File: src/rtl/pulse_train_generator.sv
// rtl/pulse_train_generator.sv - programmable burst of registered pulses with start/busy/done framing
// Each pulse is HIGH_CYCLES high followed by LOW_CYCLES low; the trailing low phase is always emitted.
module pulse_train_generator #(
  parameter int HIGH_CYCLES = 4,
  parameter int LOW_CYCLES  = 4,
  parameter int CNT_W       = 8,
  parameter int TIMER_W     = 26
) (
  input  logic             clk,
  input  logic             reset,
  input  logic             start,
  input  logic [CNT_W-1:0] num_pulses,
  input  logic             cancel,
  output logic             pulse_out,
  output logic             busy,
  output logic             done
);

  typedef enum logic [1:0] {
    S_IDLE = 2'd0,
    S_HIGH = 2'd1,
    S_LOW  = 2'd2
  } state_t;

  localparam logic [TIMER_W-1:0] HIGH_LAST = TIMER_W'(HIGH_CYCLES - 1);
  localparam logic [TIMER_W-1:0] LOW_LAST  = TIMER_W'(LOW_CYCLES - 1);
  localparam logic [TIMER_W-1:0] TIMER_ONE = TIMER_W'(1);
  localparam logic [CNT_W-1:0]   CNT_ONE   = CNT_W'(1);

  state_t             state;
  state_t             state_nxt;
  logic [CNT_W-1:0]   remaining;
  logic [CNT_W-1:0]   remaining_nxt;
  logic [TIMER_W-1:0] timer;
  logic [TIMER_W-1:0] timer_nxt;
  logic               done_nxt;

  always_comb begin
    state_nxt     = state;
    remaining_nxt = remaining;
    timer_nxt     = timer;
    done_nxt      = 1'b0;

    case (state)
      S_IDLE: begin
        // cancel in the same cycle as start drops the request entirely
        if (start && !cancel) begin
          if (num_pulses != '0) begin
            state_nxt     = S_HIGH;
            remaining_nxt = num_pulses;
            timer_nxt     = '0;
          end else begin
            done_nxt = 1'b1;
          end
        end
      end

      S_HIGH: begin
        if (cancel) begin
          state_nxt     = S_IDLE;
          remaining_nxt = '0;
          timer_nxt     = '0;
        end else if (timer == HIGH_LAST) begin
          state_nxt = S_LOW;
          timer_nxt = '0;
        end else begin
          timer_nxt = timer + TIMER_ONE;
        end
      end

      S_LOW: begin
        if (cancel) begin
          state_nxt     = S_IDLE;
          remaining_nxt = '0;
          timer_nxt     = '0;
        end else if (timer == LOW_LAST) begin
          timer_nxt = '0;
          if (remaining > CNT_ONE) begin
            state_nxt     = S_HIGH;
            remaining_nxt = remaining - CNT_ONE;
          end else begin
            state_nxt     = S_IDLE;
            remaining_nxt = '0;
            done_nxt      = 1'b1;
          end
        end else begin
          timer_nxt = timer + TIMER_ONE;
        end
      end

      default: begin
        state_nxt     = S_IDLE;
        remaining_nxt = '0;
        timer_nxt     = '0;
      end
    endcase
  end

  // Outputs are registered from the next state so they line up with the state they describe.
  always_ff @(posedge clk or posedge reset) begin
    if (reset) begin
      state     <= S_IDLE;
      remaining <= '0;
      timer     <= '0;
      pulse_out <= 1'b0;
      busy      <= 1'b0;
      done      <= 1'b0;
    end else begin
      state     <= state_nxt;
      remaining <= remaining_nxt;
      timer     <= timer_nxt;
      pulse_out <= (state_nxt == S_HIGH);
      busy      <= (state_nxt != S_IDLE);
      done      <= done_nxt;
    end
  end

endmodule

File: config.mk
export PLATFORM = sky130hd
export DESIGN_NAME = pulse_train_generator
export DESIGN_NICKNAME = d
export VERILOG_FILES = /design/src/rtl/pulse_train_generator.sv
export SDC_FILE = /design/constraint.sdc
export NUM_CORES = 1
export LEC_CHECK = 0
export BUFFER_PORTS_ARGS = -buffer_cell sky130_fd_sc_hd__buf_2
export CAP_MARGIN = 10
export CORE_MARGIN = 2
export CORE_UTILIZATION = 39
export CTS_CLUSTER_SIZE = 20
export DETAILED_ROUTE_END_ITERATION = 7
export PLACE_DENSITY_LB_ADDON = 0.08
export SYNTH_ARGS = -nofsm -noshare
export SYNTH_HDL_FRONTEND = slang
export SYNTH_SLANG_ARGS = --single-unit
export TNS_END_PERCENT = 100
File: constraint.sdc
create_clock -name clk -period 5.2 [get_ports clk]
set_input_delay 0.78 -clock clk [delete_from_list [all_inputs] [get_ports clk]]
set_output_delay 0.78 -clock clk [all_outputs]
set_load 0.01 [all_outputs]
==> results of run 1 <==
## cell usage in the layout, fill, tap and decap left out, drive strengths merged, types with 3 or more instances in the layout
cell type	n
a2111oi	8
a211oi	8
a21oi	13
a31oi	4
and2	3
and4	3
buf	17
clkbuf	6
dfrtp	39
ha	7
inv	11
nand2	14
nand2b	4
nand3	11
nand4	8
nor2	22
nor2b	3
nor3	6
nor4	6
o21ai	6
o2bb2ai	6
o31ai	6
or4	6
xnor2	18
## per-stage QoR
step	utilization	hold WS [ns]
final	0.4423	0.5295
after global routing	0.4423	0.5492
after CTS	0.4398	0.5202
after detailed placement	0.4275	0.5024
after global placement	0.4275	0.5012
after floorplan	-	0.4716
## registers in the layout, indices dropped and copies added (netlist names)
name       count
timer         26
remaining      8
state          2
busy           1
done           1
pulse_out      1
## final timing paths
check                               end  cells after the start  slack [ns]           from
max                        remaining[1]                      6        2.55  num_pulses[1]
min                        remaining[6]                      1        0.53   remaining[6]
max reg2reg                remaining[1]                      6        2.96       state[0]
min reg2reg                remaining[6]                      1        0.53   remaining[6]
max in group asynchronous     timer[16]                      3        4.24          reset
min in group asynchronous  remaining[7]                      3        0.60          reset
## layout make-up
class / count / area [um^2] / area share
Clock buffer: 6 / 72.57 / 0.02771
Inverter: 11 / 41.29 / 0.01577
Multi-Input combinational cell: 189 / 1335 / 0.5098
Sequential cell: 39 / 975.9 / 0.3727
Tap cell: 75 / 93.84 / 0.03583
Timing Repair Buffer: 17 / 100.1 / 0.03822
## kinds of logic (layout without fill, tap and decap cells)
family	Yosys count	in the layout	synth area share
AND/OR/NAND/NOR	92	92	0.2054
AO/OA/AOI/OAI	69	69	0.2331
flip-flops	39	39	0.4067
buffers and inverters	23	34	0.03962
XOR/XNOR	18	18	0.06569
adder cells (fa/ha/maj)	7	7	0.03649
multiplexers	3	3	0.01303
## critical path, delay by kind of cell
family	cells	cell delay, ns
mux	1	0.23
compound gates	2	0.91
buf+inv	1	0.10
simple gates	2	0.86
## power breakdown
group	switching [mW]	internal, mW
Clock	0.104	0.0895
Combinational	0.201	0.113
Sequential	0.0366	0.347
## routing by layer
metal,up-vias,GRT usage
met5,-,0
met4,0,0.05833
met3,7,0.04565
met2,35,0.2984
met1,929,0.2377
li1,970,-
==> results.txt, run 1 <==
P_leak - 0.9811 nW
Worst-Skew Late Latency - 0.30 ns
Synth top cells by count - dfrtp_1 (39), nor2_1 (22), xnor2_1 (18)
Met2 WL - 2659 um
Crit end category - flip-flop
Critical-path cell list - buf_2 -> nor4_1 -> a21bo_2 -> a21oi_1 -> nand2_1 -> mux2i_1
Placed Cells - 330
Layout cells sized above 1 - 0.1298
DR pass1 iterations - 4
Drt total wl - 5547 um
Cells after synthesis - 251
Max stage delay cell, worst path - a21bo_2
Clock buffer depth - 2
DP Wirelength - 3720 um
Worst Slack Setup Final - 2.547 ns
Chip height - 82.45 um
Chip Width - 82.45 um
Hold_buf cts - 0
Worst slew pin tran - 0.6122 ns
Final Wtd Congestion - 0.8535
Setup WS pre-CTS - 2.175 ns
Max Fclk - 376.9 MHz
Post-synth EDFFs - 0
Vias per cell - 5.760
FILL cells - 585
Clk Tree Root Cell - clkbuf_8
Final Max Slew Viols - 0
Largest net degree at the start of global routing - 40
DP Area - 2531 um^2
H-tree depth - 2
Sequential share of the synthesized area - 0.4067
Crit Path Max Fanout - 23
Num Clock Sinks - 39
Hold Fails Final Rpt - 0
Worst EP arrival - 2.88 ns
Unrepaired setup endpoints after global routing - no
Setup TNS - 0 ns
Met3 WL - 210 um
Setup Crit Path Kind - in -> reg
First-pass GRT wire length - 9335 um
Flops & latches, synth - 39
Synth area leaders - dfrtp_1 (41%), xnor2_1 (6.6%), ha_1 (3.6%), a2111oi_4 (3.4%), nor2_1 (3.4%)
CTS tree - yes
Clk slew on worst S/H paths - 0.08 ns
CP required - 5.42 ns
IO Count - 15
Starting Density - 0.4053
Power density over the cells - 340.3 nW/um^2
Slew headroom - 0.5919
Post-synth top area cell - dfrtp_1
Total global-route track usage - 0.1830
Dominant register cell in the synthesized netlist - dfrtp_1
Synth Warn # - 0
Status - finished, final reports clean
Number of global-route vias before repair - 1877
Syn avg cell area - 9.561 um^2
Final nets - 282
Cell Count, Final, Fillers Out - 337
DR DRC count - 0
Antenna Nets Post-Route - 0
Count leader, synth - dfrtp_1
Gr ovfl total - 0
PortBufs - 14
Worst Skew - 0.009999 ns
First DRT Iteration DRCs - 101
Syn nets - 270
Post-synth top area share - 0.4067
Fin crit period - 2.653 ns
Power, Total - 0.8911 mW
Syn Std Cell Area - 2400 um^2
WL/cell - 16.46 um
HP Class - reg -> reg
Max Cap Violations - 0
Initial antenna violation count - 0
Diode count - 0
Post-CTS setup buffer count - 0
Met1 wire length - 2604 um
Post-CTS sizing - 0
Crit share post-route - 0.5103
Critical Path Max Stage Delay - 0.58 ns
Vias after detailed routing - 1941
Die ar. - 6797 um^2
Post-synth cell types - 50
CORE AREA - 5921 um^2
Total CTS buffers - 5
Crit start category - input port
VDD IR-drop max - 0.0001460 V
DR top layer - met4
Area growth syn-to-layout - 9.124%
Synth async-reset ratio - 1.000
Cell row count - 28
Final setup vio count - 0
Final non-filler cell area - 2619 um^2
(Power assumes the default switching activity.)
==> run 2: changes to the inputs <==
- clock period: 5.2 -> 2.2 ns (I/O delays scaled with it)
==> results.txt, run 2 (synthesis gave the netlist of run 1 again) <==
Status - finished, final reports clean
Worst EP arrival - 2.25 ns (-0.63 ns)
H-tree depth - 2 (unchanged)
Total global-route track usage - 0.1867 (+0.003668)
DP Wirelength - 4065 um (+9.3%)
Fin crit period - 2.034 ns
Gr ovfl total - 0 (unchanged)
Largest Register - timer
Antenna Nets Post-Route - 0 (unchanged)
Final Max Slew Viols - 0 (unchanged)
Largest net degree at the start of global routing - 40 (unchanged)
WL/cell - 15.87 um (-3.6%)
DR pass1 iterations - 4 (unchanged)
Final non-filler cell area - 2751 um^2 (+5.1%)
Setup Crit Path Kind - reg -> reg
Drt total wl - 5572 um (+0.45%)
Vias after detailed routing - 1976 (+1.8%)
Critical Path Max Stage Delay - 0.66 ns (+0.08 ns)
Power, Total - 2.271 mW (+150%)
DR top layer - met4
Starting Density - 0.4053 (unchanged)
Vias per cell - 5.630 (-2.3%)
Hold_buf cts - 0 (unchanged)
Cell row count - 28 (unchanged)
Clk Tree Root Cell - clkbuf_8
Total CTS buffers - 5 (unchanged)
Area growth syn-to-layout - 14.65%
First DRT Iteration DRCs - 81 (-20%)
Clk slew on worst S/H paths - 0.08 ns (about the same)
PortBufs - 14 (unchanged)
FILL cells - 562 (-3.9%)
Final nets - 294 (+4.3%)
Crit Path Max Fanout - 8 (-65%)
Worst slew pin tran - 0.5641 ns (-0.04805 ns)
IO Count - 15 (unchanged)
Number of global-route vias before repair - 1987 (+5.9%)
Clock buffer depth - 2 (unchanged)
Setup WS pre-CTS - 0.1323 ns (-2.043 ns)
Power density over the cells - 825.2 nW/um^2 (+140%)
Chip height - 82.45 um (unchanged)
Final Wtd Congestion - 0.8216 (-3.7%)
Worst Slack Setup Final - 0.1660 ns (-2.381 ns)
Setup TNS - 0 ns (unchanged)
Unrepaired setup endpoints after global routing - no
Initial antenna violation count - 0 (unchanged)
Met1 wire length - 2682 um (+3.0%)
First-pass GRT wire length - 9549 um (+2.3%)
Hold Fails Final Rpt - 0 (unchanged)
Final setup vio count - 0 (unchanged)
Crit share post-route - 0.9245
Max stage delay cell, worst path - or4_4
Max Cap Violations - 0 (unchanged)
CP required - 2.42 ns (-3.00 ns)
Met3 WL - 163 um (-22%)
CORE AREA - 5921 um^2 (unchanged)
Die ar. - 6797 um^2 (unchanged)
CTS tree - yes
VDD IR-drop max - 0.0003999 V (+170%)
Num Clock Sinks - 39 (unchanged)
Post-CTS setup buffer count - 0 (unchanged)
Max reg flops - 26 (unchanged)
Largest regs - timer x26, remaining x8, state x2
Critical-path cell list - nand4_1 -> or4_4 -> or2_0 -> or3_1 -> a21oi_1
Diode count - 0 (unchanged)
Max Fclk - 491.7 MHz
Slew headroom - 0.6142 (+0.02231)
Worst Skew - 0.006493 ns (-0.003506 ns)
DR DRC count - 0 (unchanged)
Commonest non-fill, non-tap cell in the layout - dfrtp_1
HP Class - in -> async
Crit end category - flip-flop
Post-CTS sizing - 0 (unchanged)
P_leak - 1.054 nW (+7.5%)
DP Area - 2641 um^2 (+4.3%)
Worst-Skew Late Latency - 0.29 ns (about the same)
Most frequent cells in the layout - dfrtp_1 (38), nor2_1 (22), xnor2_1 (18)
Chip Width - 82.45 um (unchanged)
Met2 WL - 2648 um (-0.41%)
Crit start category - flip-flop
Layout cells sized above 1 - 0.1775 (+0.04777)
run 2: cell count changes in the layout (fill, tap and decap cells not counted):
cell and delta:
dfrtp_1 -1, clkbuf_8 +2, o31ai_2 -1, buf_4 +12, buf_12 +1, o31ai_4 +1, buf_8 -1, dfrtp_2 +1
run 2: layout make-up:
type	instances	area, um^2	area share
inverter	11	41.29	0.01501
sequential	39	977.2	0.3552
multi-input combinational	189	1344	0.4884
clock buffer	8	100.1	0.03638
tap	75	93.84	0.03411
timing repair buffer	29	195.2	0.07094
run 2: per-stage QoR:
stage	util	hold slack [ns]	instances
2_1_floorplan	-	0.4716	251
3_3_place_gp	0.4461	0.4857	343
3_5_place_dp	0.4461	0.4873	343
4_1_cts	0.4630	0.1715	351
5_1_grt	0.4647	0.1866	351
6_report	0.4647	0.1401	351
run 2: worst paths after layout:
kind | from | endpoint | slack (ns) | cells after the start
max reg2reg | timer[5] | timer[21] | 0.17 | 5
min | reset | remaining[7] | 0.14 | 3
max | timer[5] | timer[21] | 0.17 | 5
min in group clk | num_pulses[3] | remaining[3] | 0.33 | 3
max in group asynchronous | reset | timer[4] | 1.66 | 3
min reg2reg | timer[24] | timer[24] | 0.52 | 1
run 2: power breakdown:
part           leakage, nW  internal, mW  switching, mW
logic                0.475         0.320          0.495
registers            0.528         0.819         0.0910
clock network       0.0515         0.287          0.260
total                 1.05          1.43          0.845
run 2: critical path, delay by kind of cell, from the launching register on:
| family | cells | cell delay, ns |
|---|---|---|
| and+or+nand+nor | 4 | 1.38 |
| DFF | 1 | 0.44 |
| AOI/OAI and AO/OA | 1 | 0.15 |
run 2: per-layer routing:
layer  vias up  track usage
li1        986            -
met4         0      0.06167
met5         -            0
met1       949       0.2481
met3         9      0.03261
met2        32       0.3073
==> run 3: changes to the inputs <==
- SETUP_SLACK_MARGIN: unset -> 0.5
==> results.txt, run 3 (synthesis gave the netlist of run 1 again) <==
Starting Density - 0.4053 (unchanged)
Worst EP arrival - 2.08 ns (-0.17 ns)
Area growth syn-to-layout - 35.61%
Hold WS - 0.1422 ns (+0.002155 ns)
Worst Skew - 0.006663 ns (+0.0001699 ns)
CP required - 2.42 ns (about the same)
H-tree depth - 2 (unchanged)
DR pass1 iterations - 4 (unchanged)
Crit end category - flip-flop
HP Class - in -> async
Chip height - 82.45 um (unchanged)
Total global-route track usage - 0.2017 (+0.01502)
Die ar. - 6797 um^2 (unchanged)
Max reg flops - 26 (unchanged)
Most frequent cells in the layout - buf_4 (39), dfrtp_1 (34), nor2_1 (21)
Fin crit period - 1.857 ns (-0.1767 ns)
First DRT Iteration DRCs - 100 (+23%)
Final setup vio count - 0 (unchanged)
First-pass GRT wire length - 10500 um (+10%)
Max Cap Violations - 0 (unchanged)
Crit Path Max Fanout - 7 (-1)
Final Max Slew Viols - 0 (unchanged)
Crit share post-route - 0.8442 (-0.08032)
Commonest non-fill, non-tap cell in the layout - buf_4
Layout cells sized above 1 - 0.3941 (+0.2166)
VDD IR-drop max - 0.0004781 V (+20%)
Cell row count - 28 (unchanged)
DR DRC count - 0 (unchanged)
Slew headroom - 0.6568 (+0.04264)
CTS tree - yes
Chip Width - 82.45 um (unchanged)
Antenna Nets Post-Route - 0 (unchanged)
Largest net degree at the start of global routing - 40 (unchanged)
PortBufs - 14 (unchanged)
Final Core Density - 0.5497 (+0.08495)
Worst slew pin tran - 0.5147 ns (-0.04937 ns)
Worst-Skew Late Latency - 0.30 ns (about the same)
IO Count - 15 (unchanged)
Largest regs - timer x26, remaining x8, state x2
Largest Register - timer
Vias after detailed routing - 2192 (+11%)
Power density over the cells - 802.0 nW/um^2 (-2.8%)
Setup Crit Path Kind - reg -> reg
Final nets - 325 (+11%)
Num Clock Sinks - 39 (unchanged)
Status - finished, final reports clean
Clk slew on worst S/H paths - 0.08 ns (about the same)
Crit start category - flip-flop
Number of global-route vias before repair - 2159 (+8.7%)
Vias per cell - 5.738 (+1.9%)
Gr ovfl total - 0 (unchanged)
Setup TNS - 0 ns (unchanged)
Clk Tree Root Cell - clkbuf_8
Max Fclk - 538.4 MHz (+9.5%)
Final Wtd Congestion - 0.8425 (+2.5%)
CORE AREA - 5921 um^2 (unchanged)
Initial antenna violation count - 0 (unchanged)
Hold Fails Final Rpt - 0 (unchanged)
Clock buffer depth - 2 (unchanged)
DP Wirelength - 3988 um (-1.9%)
Total CTS buffers - 5 (unchanged)
Unrepaired setup endpoints after global routing - yes
P_leak - 1.276 nW (+21%)
Diode count - 0 (unchanged)
Power, Total - 2.610 mW (+15%)
Drt total wl - 6585 um (+18%)
WL/cell - 17.24 um (+8.6%)
Hold_buf cts - 0 (unchanged)
==> run 3: changes by cell type in the layout (fill, tap and decap cells not counted), moves of 4 or more <==
cell       delta
a2111oi_1     +4
dfrtp_1       -4
ha_1          -4
buf_4        +25
dfrtp_2       +4
a2111oi_0     -5
==> run 3: final timing paths <==
check / startpoint / endpoint / slack (ns) / cells after the start
min in group clk: num_pulses[5] / remaining[5] / 0.33 / 3
hold / removal: reset / timer[14] / 0.14 / 3
max in group asynchronous: reset / timer[7] / 1.67 / 3
hold reg to reg: timer[24] / timer[24] / 0.52 / 1
setup / recovery: timer[10] / timer[21] / 0.34 / 5
setup reg to reg: timer[10] / timer[21] / 0.34 / 5
==> run 3: report_power, final <==
part / switching (mW) / total [mW] / internal (mW) / leakage (nW)
combinational: 0.661 / 1.21 / 0.549 / 0.707
clock: 0.266 / 0.483 / 0.217 / 0.0477
sequential: 0.0969 / 0.917 / 0.821 / 0.522
==> run 3: area by class of cell <==
class	count	area [um^2]
clock inverters	3	15.01
inverters	11	43.79
flip-flops and latches	39	982.2
repair buffers	60	476.7
well taps	75	93.84
clock buffers	5	68.82
fillers	532	2666
multi-input cells	189	1574
==> run 3: layer usage <==
metal / track usage / vias to the layer above / part of all wire
met5: 0 / - / 0
met4: 0.05833 / 0 / 0.0084
met3: 0.03152 / 6 / 0.028
met2: 0.3492 / 39 / 0.51
met1: 0.2587 / 1092 / 0.46
li1: - / 1055 / -
==> run 3: stage by stage <==
stage,std cells,cell area (um^2),setup WS [ns]
after floorplan,251,2479,0.3263
after global placement,340,2688,0.2297
after detailed placement,340,2688,0.1707
after CTS,376,3133,0.3726
after global routing,382,3254,0.2654
final,382,3254,0.3427
==> run 3: what timing repair did <==
action / CTS / global route
pin swaps: 18 / 10
resized for setup: 35 / 16
endpoints found under the setup margin: 39 / 39
endpoints found under the hold margin: 0 / 0
setup buffers: 28 / 6
==> run 3: critical path, cell delays in order (launching register included) <==
cell and delay [ns]:
dfrtp_2 0.49, nand4_2 0.16, or4_4 0.48, or2_0 0.22, or3_1 0.31, a21oi_1 0.13
